$ cat config.mk
export PLATFORM = sky130hd
export DESIGN_NAME = useq_engine
export DESIGN_NICKNAME = d
export VERILOG_FILES = /design/src/rtl/useq_pkg.sv /design/src/rtl/useq_stack.sv /design/src/rtl/useq_engine.sv
export SDC_FILE = /design/constraint.sdc
export NUM_CORES = 1
export LEC_CHECK = 0
export CAP_MARGIN = 20
export CELL_PAD_IN_SITES_DETAIL_PLACEMENT = 1
export CELL_PAD_IN_SITES_GLOBAL_PLACEMENT = 1
export CORE_AREA = 2 2 87 130
export DETAILED_ROUTE_END_ITERATION = 16
export DIE_AREA = 0 0 89 132
export PLACE_DENSITY = 0.77
export SETUP_SLACK_MARGIN = 0.15
export SLEW_MARGIN = 25
export SYNTH_ARGS = -nofsm -noshare
export SYNTH_HDL_FRONTEND = slang
export SYNTH_HIERARCHICAL = 1
export SYNTH_SLANG_ARGS = --single-unit
$ cat constraint.sdc
create_clock -name clock -period 7.4 [get_ports clock]
set_input_delay 1.85 -clock clock [delete_from_list [all_inputs] [get_ports clock]]
set_output_delay 1.85 -clock clock [all_outputs]
set_load 0.01 [all_outputs]
$ cat src/rtl/useq_pkg.sv
// rtl/useq_pkg.sv - shared op encoding and default sizes for the microsequencer
package useq_pkg;

    localparam int USEQ_AW    = 12;
    localparam int USEQ_DEPTH = 4;
    localparam int USEQ_NCOND = 8;
    localparam int USEQ_CW    = 8;

    // Values 6 and 7 are unnamed and decode as NEXT.
    typedef enum logic [2:0] {
        OP_NEXT = 3'd0,
        OP_JUMP = 3'd1,
        OP_CALL = 3'd2,
        OP_RET  = 3'd3,
        OP_MAP  = 3'd4,
        OP_LOOP = 3'd5
    } useq_op_e;

endpackage

$ cat src/rtl/useq_stack.sv
// rtl/useq_stack.sv - return-address LIFO for the microsequencer
// Ports: clock, reset (async, active high); push/pop requests with push_data;
// top is the most recent entry; full/empty report occupancy.
// Overflowing pushes and underflowing pops are ignored here; the caller flags them.
module useq_stack #(
    parameter int AW    = 12,
    parameter int DEPTH = 4
) (
    input  logic          clock,
    input  logic          reset,
    input  logic          push,
    input  logic          pop,
    input  logic [AW-1:0] push_data,
    output logic [AW-1:0] top,
    output logic          full,
    output logic          empty
);

    localparam int PW = $clog2(DEPTH) + 1;

    logic [AW-1:0] mem [DEPTH];
    logic [PW-1:0] sp;
    logic [PW-2:0] top_idx;

    assign full    = (sp == PW'(DEPTH));
    assign empty   = (sp == '0);
    // Low bits wrap so a full stack (sp == DEPTH) still points at DEPTH-1.
    assign top_idx = sp[PW-2:0] - 1'b1;
    assign top     = mem[top_idx];

    always_ff @(posedge clock or posedge reset) begin
        if (reset) begin
            sp <= '0;
        end else if (push && !full) begin
            sp <= sp + 1'b1;
        end else if (pop && !empty) begin
            sp <= sp - 1'b1;
        end
    end

    // Entry contents are deliberately not reset.
    always_ff @(posedge clock) begin
        if (push && !full && !reset) begin
            mem[sp[PW-2:0]] <= push_data;
        end
    end

endmodule

$ cat src/rtl/useq_engine.sv
// rtl/useq_engine.sv - microprogram sequencer with call stack and loop counter
// Ports: clock, reset (async, active high), stall holds all state;
// op/cond_sel/cond_invert/conditions select the next-address rule;
// d_in target, map_in dispatch, count_load/count_in load the loop counter;
// address is the registered upc, count_zero, sticky stack_overflow/underflow.
module useq_engine
    import useq_pkg::*;
#(
    parameter int AW    = USEQ_AW,
    parameter int DEPTH = USEQ_DEPTH,
    parameter int NCOND = USEQ_NCOND,
    parameter int CW    = USEQ_CW
) (
    input  logic                     clock,
    input  logic                     reset,
    input  logic                     stall,
    input  logic [2:0]               op,
    input  logic [$clog2(NCOND)-1:0] cond_sel,
    input  logic                     cond_invert,
    input  logic [NCOND-1:0]         conditions,
    input  logic [AW-1:0]            d_in,
    input  logic [AW-1:0]            map_in,
    input  logic                     count_load,
    input  logic [CW-1:0]            count_in,
    output logic [AW-1:0]            address,
    output logic                     count_zero,
    output logic                     stack_overflow,
    output logic                     stack_underflow
);

    useq_op_e      op_dec;
    logic [AW-1:0] upc;
    logic [AW-1:0] upc_inc;
    logic [AW-1:0] upc_next;
    logic [AW-1:0] stack_top;
    logic [CW-1:0] count;
    logic          cond;
    logic          loop_taken;
    logic          stack_full;
    logic          stack_empty;
    logic          push;
    logic          pop;
    logic          set_ovf;
    logic          set_udf;

    assign op_dec     = useq_op_e'(op);
    assign cond       = conditions[cond_sel] ^ cond_invert;
    assign upc_inc    = upc + 1'b1;
    assign loop_taken = (count != '0);
    assign address    = upc;
    assign count_zero = (count == '0);

    always_comb begin
        upc_next = upc_inc;
        push     = 1'b0;
        pop      = 1'b0;
        set_ovf  = 1'b0;
        set_udf  = 1'b0;
        case (op_dec)
            OP_JUMP: if (cond) upc_next = d_in;
            OP_CALL: begin
                if (cond) begin
                    // A full stack still takes the jump; only the push is lost.
                    upc_next = d_in;
                    if (stack_full) set_ovf = 1'b1;
                    else            push    = 1'b1;
                end
            end
            OP_RET: begin
                if (cond) begin
                    if (stack_empty) begin
                        upc_next = '0;
                        set_udf  = 1'b1;
                    end else begin
                        upc_next = stack_top;
                        pop      = 1'b1;
                    end
                end
            end
            OP_MAP:  upc_next = map_in;
            OP_LOOP: if (loop_taken) upc_next = d_in;
            default: ;
        endcase
    end

    useq_stack #(
        .AW    (AW),
        .DEPTH (DEPTH)
    ) u_stack (
        .clock     (clock),
        .reset     (reset),
        .push      (push && !stall),
        .pop       (pop && !stall),
        .push_data (upc_inc),
        .top       (stack_top),
        .full      (stack_full),
        .empty     (stack_empty)
    );

    always_ff @(posedge clock or posedge reset) begin
        if (reset) begin
            upc             <= '0;
            count           <= '0;
            stack_overflow  <= 1'b0;
            stack_underflow <= 1'b0;
        end else if (!stall) begin
            upc             <= upc_next;
            stack_overflow  <= stack_overflow | set_ovf;
            stack_underflow <= stack_underflow | set_udf;
            // A load wins over the decrement; the branch above used the old count.
            if (count_load) begin
                count <= count_in;
            end else if (op_dec == OP_LOOP && loop_taken) begin
                count <= count - 1'b1;
            end
        end
    end

endmodule
Word level (Yosys, flattened, before mapping):

Memories as Yosys holds them, arrays and structs flattened.
Cells that the tools add are included.
W data, S select, Z words.

* bits in latches: 0
* memories kept: 1
* output and inout bits: 15
* bits in registers: 25
* bits of input ports: 51
* logic and storage cells: 64
* bits in read-only memories: 0
* memory bits (writable): 48

Memories
* u_stack.mem: depth 4, width 12, read ports 1, clocked after Yosys merged registers in 0, wr ports 1, RTL line useq_stack.sv:21 `logic [AW-1:0] mem [DEPTH];`

* $mul: 0
* div/mod/pow operators: 0
* mux-type cells: 25
* shifts and indexed selects: 0
* eq/ne operators: 6
* bitwise gates (word level): 4
* $lt $le $gt $ge: 1
* add/sub/neg operators: 5
* reduce and logical (&&, ||, !) cells: 17

Operators by type and width (number)
* $mux W12: 4
* $pmux W12 S4: 1
* $mux W8: 2
* $mux W1: 15
* $add A12 B1 Y12 const B: 1
* $eq A3 B3 Y1 const B: 3
* $logic_not A8 Y1: 1
* $reduce_bool A8 Y1: 1
* $sub A8 B1 Y8 const B: 1
* $eq A3 B2 Y1 const B: 2
* $logic_and A1 B1 Y1: 6
* $mux W3: 2
* $logic_not A1 Y1: 4
* $lt A3 B4 Y1 const B: 1
* $reduce_bool A2 Y1: 2
* $add A3 B1 Y3 const B: 1
* $bmux W1 S3: 1
* $eq A3 B1 Y1 const B: 1
* $logic_not A3 Y1: 1
* $sub A3 B1 Y3 const B: 1
* $or A1 B1 Y1: 2
* $reduce_and A2 Y1: 1
* $reduce_or A2 Y1: 1
* $sub A2 B1 Y2 const B: 1
* 2 further kinds: 2

Logic depth before layout (Yosys ltp):

* depth in word-level cells: 10
* mapped depth: 12
* gate-level depth less buffers: 12

Cells and area by module:

The synthesis kept the hierarchy.

Modules (own cells, without submodules)
* useq_engine: area each 2078.2 µm², cells each 255, seq. area each 550.5 µm², instances 1
* useq_stack: area each 2058.2 µm², cells each 95, seq. area each 1516.5 µm², instances 1

Worst setup path after synthesis:

No wires, ideal clock.

* kind: input -> register
* from: input cond_sel[0]
* to: register u_stack.sp[2]
* path buffers: 0
* library setup time: 0.137 ns
* data required time: 7.263 ns
* stages: 12
* arrival time: 4.412 ns
* setup slack: 2.850 ns
* cells stage by stage: mux2_4 > a2bb2oi_4 > a21boi_2 > nor2_1 > or3_1 > nor3_1 > a21boi_1 > inv_1 > fa_1 > or2_2 > a21oi_1 > a221oi_1

* cells in the longest elaborated chain, start to end: 8
* elaborated cells on any way between the ends: 13
* classes of those cells: mux (7); bitwise (1); reduce/logical (5)

RTL lines
* start, declared: RTL line useq_engine.sv:18 `input logic [$clog2(NCOND)-1:0] cond_sel,`
* $bmux W1 S3 *: RTL line useq_engine.sv:47 `assign cond = conditions[cond_sel] ^ cond_invert;`
* $mux W1 (not written as such) *: RTL line useq_engine.sv:47
* $xor A1 B1 Y1 *: RTL line useq_engine.sv:47
* $mux W1 (on tied branches): RTL line useq_engine.sv:62, useq_engine.sv:70
* $mux W1: RTL line useq_engine.sv:59 `case (op_dec)`
* $logic_and A1 B1 Y1 (on tied branches): RTL line useq_engine.sv:92, useq_engine.sv:93
* $logic_and A1 B1 Y1 (on tied branches): RTL line useq_stack.sv:34, useq_stack.sv:36
* $mux W3 / $reduce_bool A2 Y1 (equally long branches)
* end signal, assigned: RTL line useq_stack.sv:35 `sp <= sp + 1'b1;`
* end signal, assigned: RTL line useq_stack.sv:37 `sp <= sp - 1'b1;`
* end, declared: RTL line useq_stack.sv:22 `logic [PW-1:0] sp;`

Mark *: on every way between the ends. The rest lies on a longest branch, timed or not. The select of a mux whose other input is x is not followed.
A chain may end at the register's enable or synchronous reset.

Final worst setup path:

Same ends and word-level chain as after synthesis.

==> results.md <==
- Area Overhead vs Synth: 25.8%
- Hold buffers post-CTS: 0
- Share of cells above drive strength 1: 10.5%
- Pre-antenna DRT Iters: 5
- First-pass GRT wire length: 19.3 mm
- FILL cells: 1164
- HP Start: stack_underflow
- Kind of end point of the critical path: flop
- Global-route usage over all layers: 22.3%
- Setup TNS: 0 ps
- Port Buffer Count: 65
- Via density: 5.76
- DP Area: 4890 µm²
- Boundary Pins: 66
- Clk_lat worst skew: 330 ps
- Worst Tran Pin Value: 951 ps
- Routed WL per cell: 22.2 µm
- Min cycle time layout: 5200 ps
- Clock-pin transition on the worst setup and hold timing paths: 60 ps
- Fmax: 192 MHz
- Setup CP Type: input pin to flop
- Cell area power density: 289 nW/µm²
- Final ANT Viol Nets: 0
- Die area: 11700 µm²
- DRC: 0
- Distinct cells, synth: 69
- Fraction of synthesized area in multiplexers: 8.53%
- Post-CTS setup buffers: 0
- Clk buf depth: 2
- NumNets Final: 472
- EDFF count, synth: 48
- Initial Util: 39.1%
- CTS buffer count: 9
- # rows: 46
- Root buf cell: clkbuf_16
- Syn. warnings: 6
- Htree depth: 3
- Initial drt markers: 217
- Largest family of logic cells by synthesized area: compound AO/OA/AOI/OAI gates
- RSZ-0062 raised after global routing: no
- HP Class: flop to flop
- CP Max Fanout: 8
- Synthesized flop and latch total: 73
- Crit. Startpoint: cond_sel[0]
- Synth Area in XOR/XNOR: 2.75%
- Synthesized area: 4140 µm²
- Sw Ratio: 31.3%
- Fin area: 5200 µm²
- Final hold vios: 0
- P_sw: 470 µW
- Area contributors post-synth: edfxtp_1 35%, dfrtp_1 15%, mux4_2 4.4%, nor2_1 3.1%, o21ai_0 2.7%
- Top cell type's share of synthesized area: 34.8%
- Final setup fails: 0
- Initial antenna violation count: 0
- Clock power frac: 30.2%
- Pin count of the biggest net entering global routing: 23
- Reg-to-reg startpoint: u_stack/sp[0]
- Adder-cell area share of the yosys netlist: 2.30%
- Drt total wl: 12.5 mm
- Synth area leader: edfxtp_1
- Worst vdd ir: 0.126 mV
- Placer Congestion: 0.841
- Syn avg cell area: 11.8 µm²
- Clock Skews: 4.62 ps
- Async SR Flop Fraction: 34.2%
- WP data required: 7630 ps
- Placed wire-length estimate: 9.20 mm
- Ant diodes: 0
- Sink Count: 73
- CTS tree: done
- Simple-gate portion of the synthesized area: 14.8%
- Core Box Area: 10600 µm²
- Commonest cells post-synth: 48 x edfxtp_1, 34 x nor2_1, 25 x dfrtp_1
- Cell count after synthesis: 350
- Max-cap violations: 0
- Startpoint types: input pin
- Internal: 1030 µW
- Most frequent cell after synthesis: edfxtp_1
- Sequential fraction of the synthesis area: 50.0%
- Resized cells post-CTS: 0
- Die height: 132 µm
- Vias: 3242
- Combinational fraction of design power: 31.0%
- Outcome: finished clean
- Worst slew margin: 36.4%
- Final Cycle Share: 70.3%
- Die X: 89 µm
- Post-synthesis compound-gate area fraction: 17.9%
- Number of global-route vias before repair: 3546
- Total grt overflow: 0
- Sequential power share: 38.8%
- Final Max Tran Viols: 0
- Syn nets: 408
- Top_reg_cell synth: edfxtp_1
- Worst endpoint data arrival time: 5440 ps
- P_leak: 0.00189 µW
[cells in the final DEF (no fill, tap or decap), types with 6 or more instances in the layout]
master and count:
nand2b_1 7, nor2_1 34, a21oi_1 14, dfrtp_1 24, nor3_1 11, nand2_1 21, and2_1 6, xnor2_1 8
mux4_2 8, a221oi_1 8, a22oi_1 9, clkbuf_16 9, o21ai_0 22, ha_1 6, edfxtp_1 48, nand3_1 6
inv_1 17, clkdlybuf4s50_1 65
[worst max-delay path: stages]
cell	delay [ps]
clkdlybuf4s50_1	600
mux2_4	340
a2bb2oi_4	190
a21boi_2	220
nor2_1	180
or3_1	400
nor3_1	280
a21boi_1	260
inv_1	90
fa_1	470
nor2b_1	220
xnor2_1	90
a221oi_1	240
[power by group through the flow]
stage               clock network [µW]  registers [µW]  logic, µW
global placement                     0             588        444
CTS                                459             584        468
global route                       474             596        505
detailed placement                   0             591        464
floorplan                            0             561        329
finish                             455             583        465
[state kept, by name (all words and copies together), names as in the netlist]
signal and cells:
u_stack/mem 48, address 12, stack_underflow 1, count 8, u_stack/sp 3, stack_overflow 1
[worst paths after layout]
kind | slack (ps) | end | cells past startpoint
max | 2200 | u_stack/sp[2] | 13
min | 480 | stack_underflow | 1
max reg2reg | 4180 | address[1] | 10
min reg2reg | 480 | stack_underflow | 1
max in group asynchronous | 5030 | address[5] | 2
min in group asynchronous | 1780 | u_stack/sp[2] | 2
[cell type report]
| class | count | area [µm²] | area share (%) |
|---|---|---|---|
| flip-flops and latches | 73 | 2070 | 39.7 |
| multi-input cells | 245 | 1920 | 36.8 |
| repair buffers | 67 | 666 | 12.8 |
| clock buffers | 12 | 236 | 4.54 |
| well taps | 144 | 180 | 3.46 |
| clock inverters | 4 | 68.8 | 1.32 |
| inverters | 18 | 67.6 | 1.30 |
[metrics by stage]
| stage | hold slack [ps] | util (%) | total power, µW | setup WS (ps) | std cells |
|---|---|---|---|---|---|
| floorplan | 479 | - | 890 | 2850 | 350 |
| global placement | 490 | 46.2 | 1030 | 2030 | 547 |
| detailed placement | 477 | 46.2 | 1050 | 1840 | 547 |
| CTS | 489 | 49.1 | 1510 | 2190 | 563 |
| global route | 520 | 49.1 | 1570 | 1960 | 563 |
| finish | 479 | 49.1 | 1500 | 2200 | 563 |
[logic make-up (layout without fill, tap and decap cells)]
| group | after synthesis | after routing |
|---|---|---|
| AOI/OAI and AO/OA | 92 | 92 |
| xor gates and xnor gates | 13 | 13 |
| adders and majority gates | 7 | 7 |
| buffers and inverters | 32 | 101 |
| DFF | 73 | 73 |
| muxes | 18 | 18 |
| and+or+nand+nor | 115 | 115 |
[layer usage]
metal	GRT usage (%)	vias up	share of wire (%)
met3	4.13	24	5.3
met5	0	-	0
met2	39.3	114	53
li1	-	1472	-
met1	26.3	1632	39
met4	8.46	0	2.7
Note: power is estimated with default switching activity, not from simulation.
